[src/rtl/id_ex_stage.sv]
// ID/EX pipeline register: latches decoded control, operands and register specifiers into EX.
// Latency: one clock from ID to EX; stall_id is combinational with no added delay.
// Backpressure: stall_id holds IF/ID while MEM stalls, a MUL occupies EX, or a load-use bubble is inserted.
//
// Ports:
//   clk, rst_n                       clock, asynchronous active-low reset
//   id_valid/opcode/pc/...           decoded instruction presented by ID (held by ID while stall_id=1)
//   id_ctrl[11:0]                    {reg_dst, branch, mem_read, mem_to_reg, mem_write, alu_src,
//                                     reg_write, jump, word, tlb_write, iret, ignore_op2}
//   flush                            squash EX contents and any MUL in progress
//   mem_stall                        MEM cannot accept; EX freezes completely
//   stall_id                         freeze IF/ID and the PC
//   ex_*                             registered EX-stage view of the instruction
//   ex_is_mul, mul_busy              EX holds a MUL / MUL still occupying EX
module id_ex_stage #(
  parameter int DATA_W      = 32,
  parameter int REG_AW      = 5,
  parameter int MUL_LATENCY = 4
) (
  input  logic              clk,
  input  logic              rst_n,
  input  logic              id_valid,
  input  logic [5:0]        id_opcode,
  input  logic [DATA_W-1:0] id_pc,
  input  logic [DATA_W-1:0] id_rs_data,
  input  logic [DATA_W-1:0] id_rt_data,
  input  logic [DATA_W-1:0] id_imm,
  input  logic [REG_AW-1:0] id_rs,
  input  logic [REG_AW-1:0] id_rt,
  input  logic [REG_AW-1:0] id_rd,
  input  logic [11:0]       id_ctrl,
  input  logic              flush,
  input  logic              mem_stall,
  output logic              stall_id,
  output logic              ex_valid,
  output logic [DATA_W-1:0] ex_pc,
  output logic [DATA_W-1:0] ex_rs_data,
  output logic [DATA_W-1:0] ex_rt_data,
  output logic [DATA_W-1:0] ex_imm,
  output logic [REG_AW-1:0] ex_rs,
  output logic [REG_AW-1:0] ex_rt,
  output logic [REG_AW-1:0] ex_dest,
  output logic [11:0]       ex_ctrl,
  output logic              ex_is_mul,
  output logic              mul_busy
);

  // Bit positions inside the control word
  localparam int C_REG_DST    = 11;
  localparam int C_BRANCH     = 10;
  localparam int C_MEM_READ   = 9;
  localparam int C_MEM_WRITE  = 7;
  localparam int C_ALU_SRC    = 6;
  localparam int C_REG_WRITE  = 5;
  localparam int C_IGNORE_OP2 = 0;

  localparam logic [5:0] OP_MUL = 6'h02;

  // Counter holds the remaining extra cycles of a MUL, at most MUL_LATENCY-1.
  localparam int CNT_W = (MUL_LATENCY > 1) ? $clog2(MUL_LATENCY) : 1;
  localparam logic [CNT_W-1:0] MUL_LOAD = CNT_W'(MUL_LATENCY - 1);

  logic              ex_valid_q,   ex_valid_d;
  logic [DATA_W-1:0] ex_pc_q,      ex_pc_d;
  logic [DATA_W-1:0] ex_rs_data_q, ex_rs_data_d;
  logic [DATA_W-1:0] ex_rt_data_q, ex_rt_data_d;
  logic [DATA_W-1:0] ex_imm_q,     ex_imm_d;
  logic [REG_AW-1:0] ex_rs_q,      ex_rs_d;
  logic [REG_AW-1:0] ex_rt_q,      ex_rt_d;
  logic [REG_AW-1:0] ex_dest_q,    ex_dest_d;
  logic [11:0]       ex_ctrl_q,    ex_ctrl_d;
  logic              ex_is_mul_q,  ex_is_mul_d;
  logic [CNT_W-1:0]  mul_cnt_q,    mul_cnt_d;

  logic              uses_rt;
  logic              load_use;
  logic              busy;
  logic              id_is_mul;
  logic [REG_AW-1:0] id_dest;

  // rt is a real source for R-type ALU ops, stores and branch compares.
  assign uses_rt = !id_ctrl[C_IGNORE_OP2] &
                   (!id_ctrl[C_ALU_SRC] | id_ctrl[C_MEM_WRITE] | id_ctrl[C_BRANCH]);

  // ex_dest is already zero for non-writers and bubbles, so the !=0 test also covers r0.
  assign load_use = id_valid & ex_valid_q & ex_ctrl_q[C_MEM_READ] & (ex_dest_q != '0) &
                    ((ex_dest_q == id_rs) | (uses_rt & (ex_dest_q == id_rt)));

  assign busy      = (mul_cnt_q != '0);
  assign id_is_mul = (id_opcode == OP_MUL);
  assign id_dest   = !id_ctrl[C_REG_WRITE] ? '0 :
                     (id_ctrl[C_REG_DST] ? id_rd : id_rt);

  // Gated by rst_n so a pending mem_stall cannot freeze fetch while in reset.
  assign stall_id = rst_n & (mem_stall | busy | load_use);

  always_comb begin
    ex_valid_d   = ex_valid_q;
    ex_pc_d      = ex_pc_q;
    ex_rs_data_d = ex_rs_data_q;
    ex_rt_data_d = ex_rt_data_q;
    ex_imm_d     = ex_imm_q;
    ex_rs_d      = ex_rs_q;
    ex_rt_d      = ex_rt_q;
    ex_dest_d    = ex_dest_q;
    ex_ctrl_d    = ex_ctrl_q;
    ex_is_mul_d  = ex_is_mul_q;
    mul_cnt_d    = mul_cnt_q;

    if (flush) begin
      // Data fields keep their values; only the qualifying state is cleared.
      ex_valid_d  = 1'b0;
      ex_ctrl_d   = '0;
      ex_dest_d   = '0;
      ex_is_mul_d = 1'b0;
      mul_cnt_d   = '0;
    end else if (mem_stall) begin
      // Full hold, including the MUL counter.
    end else if (busy) begin
      mul_cnt_d = mul_cnt_q - 1'b1;
    end else if (load_use || !id_valid) begin
      ex_valid_d  = 1'b0;
      ex_ctrl_d   = '0;
      ex_dest_d   = '0;
      ex_is_mul_d = 1'b0;
    end else begin
      ex_valid_d   = 1'b1;
      ex_pc_d      = id_pc;
      ex_rs_data_d = id_rs_data;
      ex_rt_data_d = id_rt_data;
      ex_imm_d     = id_imm;
      ex_rs_d      = id_rs;
      ex_rt_d      = id_rt;
      ex_dest_d    = id_dest;
      ex_ctrl_d    = id_ctrl;
      ex_is_mul_d  = id_is_mul;
      mul_cnt_d    = id_is_mul ? MUL_LOAD : '0;
    end
  end

  always_ff @(posedge clk or negedge rst_n) begin
    if (!rst_n) begin
      ex_valid_q   <= 1'b0;
      ex_pc_q      <= '0;
      ex_rs_data_q <= '0;
      ex_rt_data_q <= '0;
      ex_imm_q     <= '0;
      ex_rs_q      <= '0;
      ex_rt_q      <= '0;
      ex_dest_q    <= '0;
      ex_ctrl_q    <= '0;
      ex_is_mul_q  <= 1'b0;
      mul_cnt_q    <= '0;
    end else begin
      ex_valid_q   <= ex_valid_d;
      ex_pc_q      <= ex_pc_d;
      ex_rs_data_q <= ex_rs_data_d;
      ex_rt_data_q <= ex_rt_data_d;
      ex_imm_q     <= ex_imm_d;
      ex_rs_q      <= ex_rs_d;
      ex_rt_q      <= ex_rt_d;
      ex_dest_q    <= ex_dest_d;
      ex_ctrl_q    <= ex_ctrl_d;
      ex_is_mul_q  <= ex_is_mul_d;
      mul_cnt_q    <= mul_cnt_d;
    end
  end

  assign ex_valid   = ex_valid_q;
  assign ex_pc      = ex_pc_q;
  assign ex_rs_data = ex_rs_data_q;
  assign ex_rt_data = ex_rt_data_q;
  assign ex_imm     = ex_imm_q;
  assign ex_rs      = ex_rs_q;
  assign ex_rt      = ex_rt_q;
  assign ex_dest    = ex_dest_q;
  assign ex_ctrl    = ex_ctrl_q;
  assign ex_is_mul  = ex_is_mul_q;
  assign mul_busy   = busy;

endmodule

[config.mk]
export PLATFORM = sky130hd
export DESIGN_NAME = id_ex_stage
export DESIGN_NICKNAME = d
export VERILOG_FILES = /design/src/rtl/id_ex_stage.sv
export SDC_FILE = /design/constraint.sdc
export NUM_CORES = 1
export LEC_CHECK = 0
export ABC_CLOCK_PERIOD_IN_PS = 2400
export BUFFER_PORTS_ARGS = -buffer_cell sky130_fd_sc_hd__buf_2
export CORE_MARGIN = 8
export CORE_UTILIZATION = 25
export CTS_CLUSTER_SIZE = 30
export DETAILED_ROUTE_END_ITERATION = 8
export MAX_ROUTING_LAYER = met4
export PLACE_DENSITY = 0.5
export RECOVER_POWER = 25
export SLEW_MARGIN = 10
export SYNTH_ARGS = -nofsm -noshare
export SYNTH_HDL_FRONTEND = slang
export SYNTH_SLANG_ARGS = --single-unit
[constraint.sdc]
create_clock -name clk -period 2.4 [get_ports clk]
set_input_delay 0.24 -clock clk [delete_from_list [all_inputs] [get_ports clk]]
set_output_delay 0.24 -clock clk [all_outputs]
set_load 0.03 [all_outputs]
; After elaboration in Yosys (flattened, before gate mapping)
; Index checks and enable logic that the tools add are counted.
[op_classes]
n_addsub = 1
eq_ne = 6
mux = 23
n_bitwise = 16
reduce_logical = 9
[op_table]
columns = op, n
row1 = $mux 12, 4
row2 = $mux 5, 6
row3 = $eq 5x5->1, 2
row4 = $mux 2, 5
row5 = $mux 1, 8
row6 = $and 1x1->1, 7
row7 = $eq 6x2->1 const B, 1
row8 = $or 1x1->1, 5
row9 = $reduce_bool 5->1, 1
row10 = $ne 2x2->1 const B, 2
row11 = $not 1->1, 4
row12 = $reduce_and 2->1, 2
row13 = $reduce_and 4->1, 1
row14 = $logic_not 1->1, 3
row15 = $ne 3x3->1 const B, 1
row16 = $reduce_bool 2->1, 1
row17 = $sub 2x1->2 const B, 1
row18 = $logic_or 1x1->1, 1
[word_totals]
ff_bits = 159
input_bits = 166
out_inout_bits = 159
word_cells = 66

; Logic depth before layout (Yosys ltp)
; Gate-level depths: netlist (run 1).
[logic_depth]
ltp_word = 12
depth_mapped = 7
mapped_depth_nobuf = 5

; Worst setup path after synthesis (run 1)
; OpenSTA, ideal clock, no wires.
[synth_path]
path_kind = register to register
start = reg ex_dest_q[1] (netlist: ex_dest[1])
end = reg ex_imm_q[0] (netlist: ex_imm[0])
setup_ps = 125
arrival_time_ps = 2052
required_time_ps = 2275
setup_slack_ps = 223
stages_incl_launch_ff = 7
path_buffers = 2
period_less_slack_ps = 2177
cell_sequence = dfrtp_1 or4_1 o2111ai_2 o211ai_2 buf_6 buf_6 mux2_4
[synth_between]
elab_chain_cells = 7
word_cells_on_any_way = 10
classes_between = eq/ne: 2 / bitwise: 5 / reduce/logical: 3
[synth_rtl]
columns = item, line
row1 = start: declaration, 70  ; logic [REG_AW-1:0] ex_dest_q, ex_dest_d;
row2 = start signal: assignment, 162  ; ex_dest_q <= ex_dest_d;
row3 = $eq 5x5->1, 87  ; ((ex_dest_q == id_rs) | (uses_rt & (ex_dest_q == id_rt)));
row4 = $and 1x1->1, 87
row5 = $or 1x1->1, 87
row6 = $and 1x1->1 *, 86  ; assign load_use = id_valid & ex_valid_q & ex_ctrl_q[C_MEM_READ] & (ex_dest_q != '0) &
row7 = $logic_or 1x1->1 *, 121  ; end else if (load_use || !id_valid) begin
row8 = $not 1->1 (no line) *, --
row9 = $reduce_and 4->1 (no line) *, --
row10 = end signal: assignment, 159  ; ex_imm_q <= ex_imm_d;
row11 = end: declaration, 67  ; logic [DATA_W-1:0] ex_imm_q, ex_imm_d;
; Mark *: on every way between the ends. The rest lies on a longest branch, timed or not.
; A chain may end at the register's enable or synchronous reset.

; Worst setup path in the final report (run 1)
[layout_path]
start = reg ex_dest_q[1] (netlist: ex_dest[1])
end = reg ex_imm_q[29] (netlist: ex_imm[29])
; The elaborated chain is that of the path after synthesis.

==> results.yml, run 1 <==
synth:
  async_reset_ff_frac: 1.000
  yosysMostFrequentCell: "dfrtp_1"
  netlist_area_um2: 6650
  synth_edf_count: 0
  yosys_warnings: 0
  synth_area_leaders: "dfrtp_1 (60%), mux2_4 (25%), mux2_2 (4.6%)"
  ys_seq_elements: 159
  synth_common_cells: "dfrtp_1 (159), mux2_4 (110), mux2_2 (27), nand2_1 (21), buf_6 (14)"
  ys_types: 30
  synth_flop_cell: "dfrtp_1"
  synth.top_cell.area_share: 0.5983
  synth_area_per_cell_um2: 16.42
  ys_seq_area_frac: 0.5983
  syn-instance-count: 405
  syn-num-nets: 571
  yosysTopAreaCell: "dfrtp_1"
timing:
  worst_pin_slew_ps: 1282
  hold_viol: 0
  clock_skew_ps: 8.367
  finalSetupTns_ps: 0
  post-route-min-period_ps: 2303
  rsz0062_at_grt: "no"
  fmax_mhz: 434.1
  slew_viol_final: 0
  whs_ps: 38.37
  setup_viol_count_final: 0
  fin_crit_sh: 0.9598
  fin_ws_ps: 96.55
  slew_headroom: 0.1455
drt:
  ant_nets: 0
  vias_per_cell: 4.116
  vias: 4540
  wl_met2_um: 9404
  routed_wl_um: 19600
  drt_first_pass_iters: 4
  drc: 0
  wl_met1_um: 8279
  top_layer: "met4"
  drt_iter0_markers: 131
  wl_per_cell_um: 17.77
  wl_met3_um: 1691
critical_path:
  rrSetupSlack_ps: 100
  end_kind: "register"
  start_kind: "register"
  reg2reg_to: "ex_imm[29]"
  crit_start: "ex_dest[1]"
  worstPathArrival_ps: 2600
  cp.required_ps: 2690
  critical_path.max_fanout: 21
  path_class: "register to register"
  r2r-start: "ex_dest[1]"
  r2r_cells: 7
worst_hold_path:
  hp-start: "id_rs_data[6]"
  whs_path_depth: 2
  min_to: "ex_rs_data[6]"
  hold_class: "input pin to register"
layout:
  seq_area_um2: 3980
  post-route-util: 0.3598
  drive_above_1_share: 0.6131
  multi_input_area_um2: 2474
  syn_to_final_growth_pct: 40.98
  nFillCells: 2578
  fin_nets: 919
place:
  gp_congestion: 0.7269
  dp_slack_ps: 126.6
  dp_hpwl_um: 15060
  port_buffers: 324
power:
  p_sw_uw: 2898
  power.total_uw: 8661
  sw_frac_of_total: 0.3346
  ir_drop_uv: 366.2
  p_seq_frac: 0.392
  power.share.clock: 0.321
  p_int_uw: 5763
  power_frac_comb: 0.287
  p_leak_uw: 0.004930
  p_per_area_nw_per_um2: 923.8
outcome:
  status: "finished, final reports clean"
grt:
  grt_pass1_vias: 5005
  track_usage: 0.1228
  antenna_found_initial: 3
  grt_pass1_wl_um: 29590
  grt_remaining_overflow: 0
  grt_max_degree: 89
die:
  core_um2: 26060
  die_w_um: 179.1
  ios: 325
  dieHeight_um: 179.1
  start_util: 0.2552
  rows: 59
  dieArea_um2: 32080
cts:
  cts_tree: "done"
  clk_path_buf_depth: 2
  cts_buffers: 17
  path_clk_slew_ps: 70
  cts_sinks: 159
  insertion_delay_ps: 410
  clockRootBuffer: "clkbuf_16"
  htreeDepth: 4
job:
  cap_viol_max_count: 0
==> per-layer routing <==
layer,global-route usage,up-vias
met5,-,-
met4,0.03451,0
met3,0.03981,12
met2,0.1945,180
met1,0.1483,2240
li1,-,2108
==> placed cells by master (no fill, tap or decap), types with 2 or more instances in the layout <==
master / n
buf_2: 270
buf_6: 2
mux2_4: 110
mux2_2: 27
buf_12: 8
diode_2: 3
mux2i_1: 5
clkbuf_16: 17
bufinv_16: 3
dfrtp_1: 158
o21ai_0: 12
inv_1: 13
clkinv_4: 2
xor2_1: 11
inv_6: 3
clkbuf_1: 54
nor2_1: 5
clkinvlp_4: 3
a21oi_1: 2
nand2_1: 21
buf_4: 14
o31ai_1: 6
==> stage by stage <==
stage	instance area [um2]	instances
3_3_place_gp	8805	1067
5_1_grt	9375	1103
6_report	9375	1103
2_1_floorplan	6650	405
3_5_place_dp	8805	1067
4_1_cts	9417	1100
==> worst max-delay path by stage <==
stage	endpoint	cells past startpoint	slack, ps
floorplan	ex_imm[0]	6	220
global placement	ex_pc[22]	7	150
detailed placement	ex_imm[28]	7	130
CTS	stall_id	7	2
global route	ex_pc[13]	7	20
finish	ex_imm[29]	7	100
==> timing repair <==
item	in CTS	in global routing
pin swaps	1	2
hold buffers	1	0
resized for setup	0	8
setup endpoints to repair	1	39
endpoints found under the hold margin	31	0
setup buffers	1	0
==> flip-flops by register name (all words and copies together) (netlist names) <==
| name | flops |
|---|---|
| ex_pc | 32 |
| ex_ctrl | 12 |
| mul_cnt_q | 2 |
| ex_rt | 5 |
| ex_rt_data | 32 |
| ex_valid | 1 |
| ex_rs | 5 |
| ex_imm | 32 |
| ex_rs_data | 32 |
| ex_dest | 5 |
| ex_is_mul | 1 |
==> power by group through the flow <==
stage	clock network [uW]	registers, uW	logic, uW
2_1_floorplan	0	4370	722
3_3_place_gp	0	3430	2560
3_5_place_dp	0	3440	2580
4_1_cts	2910	3390	2580
5_1_grt	3010	3470	2620
6_report	2780	3400	2490
==> worst max-delay path, cell delays in order (launching register included) <==
cell and delay, ps:
dfrtp_1 440, or4_4 560, o2111ai_2 230, buf_4 160
o211ai_4 100, buf_12 190, buf_12 180, mux2_4 300
==> cell type report <==
type                       instances  area share
inverter                          13    0.005205
timing repair buffer             348      0.1975
multi-input combinational        214      0.2638
antenna                            3   0.0008007
sequential                       159      0.4245
clock buffer                      19     0.04618
tap                              335     0.04471
clock inverter                    12     0.01722
==> logic make-up (layout without fill, tap and decap cells) <==
| group | Yosys count | after routing | share of synthesized area |
|---|---|---|---|
| flops | 159 | 159 | 0.5983 |
| xor+xnor | 11 | 11 | 0.01449 |
| compound gates | 28 | 28 | 0.02879 |
| other cells | 0 | 3 | 0 |
| simple gates | 32 | 32 | 0.02089 |
| buf+inv | 32 | 392 | 0.03424 |
| mux | 143 | 143 | 0.3033 |
Power figures use the tool's default switching activity.
==> run 2, diff against run 1 <==
Settings changed: ABC_AREA set to 1, CAP_MARGIN set to 20.
==> results.yml, run 2 <==
outcome:
  status: "finished, final reports clean"
timing:
  fin_crit_sh: 0.9066
  hold_viol: 0
  setup_viol_count_final: 0
  fin_ws_ps: 224.1
  rsz0062_at_grt: "no"
  worst_pin_slew_ps: 1103
  fmax_mhz: 459.6
  finalSetupTns_ps: 0
  whs_ps: 44.33
  slew_headroom: 0.2647
  post-route-min-period_ps: 2176
  clock_skew_ps: 14.40
  slew_viol_final: 0
drt:
  ant_nets: 0
  vias_per_cell: 4.404
  wl_per_cell_um: 16.34
  drc: 0
  routed_wl_um: 23120
  drt_first_pass_iters: 4
  vias: 6231
  drt_iter0_markers: 503
critical_path:
  critical_path.max_fanout: 5
  slowest_stage: "dfrtp_1"
  r2r_cells: 11
  r2r-start: "ex_dest[2]"
  worstPathArrival_ps: 1940
  cpPeakStageDelay_ps: 420
  crit_top_cell: "nand2_1"
  crit_chain: "inv_1 > nand2_1 > nand3_1 > nor2_1 > nand3_1 > nand2_1 > nand2_1 > a21boi_0 > buf_2"
  start_kind: "register"
  rrSetupSlack_ps: 380
  end_kind: "output port"
  critPathBufInv: 2
  path_class: "register to output port"
  cp.required_ps: 2160
  crit_start: "ex_dest[2]"
  crit_family: "simple AND/OR/NAND/NOR gates"
  reg2reg_to: "ex_imm[28]"
  crit_end: "stall_id"
  path_depth: 9
grt:
  grt_pass1_vias: 6156
  grt_max_degree: 82
  track_usage: 0.1461
  grt_remaining_overflow: 0
  grt_pass1_wl_um: 35580
  antenna_found_initial: 2
synth:
  async_reset_ff_frac: 1.000
  synth_common_cells: "nand2_1 (340), dfrtp_1 (159), nand3_1 (155), buf_2 (36), nor2_1 (17)"
  synth_area_per_cell_um2: 8.623
  ys_seq_elements: 159
  ys_seq_area_frac: 0.6079
  yosysTopAreaCell: "dfrtp_1"
  yosys_warnings: 0
  synth_flop_cell: "dfrtp_1"
  yosysMostFrequentCell: "nand2_1"
  synth.top_cell.area_share: 0.6079
  synth_area_leaders: "dfrtp_1 (61%), nand2_1 (19%), nand3_1 (12%)"
  syn-num-nets: 925
  synth_edf_count: 0
  netlist_area_um2: 6545
  ys_types: 23
  syn-instance-count: 759
power:
  p_leak_uw: 0.005272
  p_per_area_nw_per_um2: 1431
  power.total_uw: 13050
  ir_drop_uv: 698.0
layout:
  syn_to_final_growth_pct: 39.36
  fin_nets: 1231
  drive_above_1_share: 0.3442
  layout_common_cells: "nand2_1 (340), buf_2 (323), dfrtp_1 (159), nand3_1 (155)"
  final_common_cell: "nand2_1"
cts:
  htreeDepth: 4
  clockRootBuffer: "clkbuf_16"
  path_clk_slew_ps: 80
  cts_tree: "done"
  insertion_delay_ps: 410
  cts_sinks: 159
  clk_path_buf_depth: 2
  cts_buffers: 17
die:
  rows: 59
  dieArea_um2: 31610
  core_um2: 25910
  dieHeight_um: 177.8
  start_util: 0.2526
  die_w_um: 177.8
  ios: 325
worst_hold_path:
  whs_path_depth: 3
  hold_class: "input pin to register"
place:
  gp_congestion: 0.7623
  port_buffers: 324
  dp_slack_ps: 390.2
  dp_hpwl_um: 16500
job:
  cap_viol_max_count: 0
run 2: cell types whose count changed after synthesis, sizes merged, moves of 3 or more:
cell | previous run | this run
nand2 | 21 | 341
nand3 | 0 | 155
mux2 | 138 | 0
buf | 17 | 38
nor2 | 5 | 17
xor2 | 11 | 1
clkbuf | 2 | 11
o31ai | 6 | 0
o21ai | 12 | 7
mux2i | 5 | 2
nand4 | 0 | 3
run 2: worst reg2reg max path, delay by kind of cell (launching register included):
family,cells,cell delay (ps)
flip-flops,1,420
AO/OA/AOI/OAI,1,100
buffers and inverters,2,640
AND/OR/NAND/NOR,8,790
run 2: power by group:
group          switching [uW]  internal, uW  total (uW)
Sequential                647          3890        4540
Combinational            4250          1520        5770
Clock                    1240          1500        2740
Total                    6140          6910       13100
run 2: layout make-up:
class,count,area [um2]
Antenna cell,2,5.005
Clock buffer,18,439.2
Clock inverter,14,146.4
Fill cell,2745,16790
Inverter,15,56.30
Multi-Input combinational cell,536,2296
Sequential cell,159,3979
Tap cell,335,419.2
Timing Repair Buffer,336,1780
run 2: how the worst min path moves through the flow:
stage          slack (ps)          to        from
2_1_floorplan         -60  ex_ctrl[0]       rst_n
3_5_place_dp          130   ex_imm[5]       rst_n
3_3_place_gp          130   ex_imm[5]       rst_n
5_1_grt                30   ex_pc[11]   id_pc[11]
6_report               40  ex_ctrl[8]  id_ctrl[8]
4_1_cts                20    ex_pc[3]    id_pc[3]
run 2: what timing repair did:
item,4_1_cts,5_1_grt
hold endpoints to repair,19,0
hold buffers,1,0
setup buffers,0,0
resized for setup,0,0
run 2: kinds of logic (layout without fill, tap and decap cells):
kind of cell              count (synthesis)  after routing  share of synthesized area
and+or+nand+nor                         518            518                     0.3298
DFF                                     159            159                     0.6079
buffers and inverters                    64            383                    0.04416
AOI/OAI and AO/OA                        14             14                    0.01243
xor gates and xnor gates                  2              2                   0.002677
muxes                                     2              2                   0.003059
other                                     0              2                          0
run 2: metal layers:
metal	vias to the layer above	part of all wire	GRT usage
met5	-	0	-
met4	0	0.0069	0.02813
met3	9	0.099	0.05532
met2	248	0.45	0.2185
met1	2937	0.45	0.1868
li1	3037	-	-
run 2: per-stage QoR:
| step | instance area [um2] | std cells | util |
|---|---|---|---|
| floorplan | 6545 | 759 | - |
| global placement | 8536 | 1380 | 0.3294 |
| detailed placement | 8536 | 1380 | 0.3294 |
| CTS | 9131 | 1413 | 0.3524 |
| global route | 9121 | 1415 | 0.3520 |
| finish | 9121 | 1415 | 0.3520 |
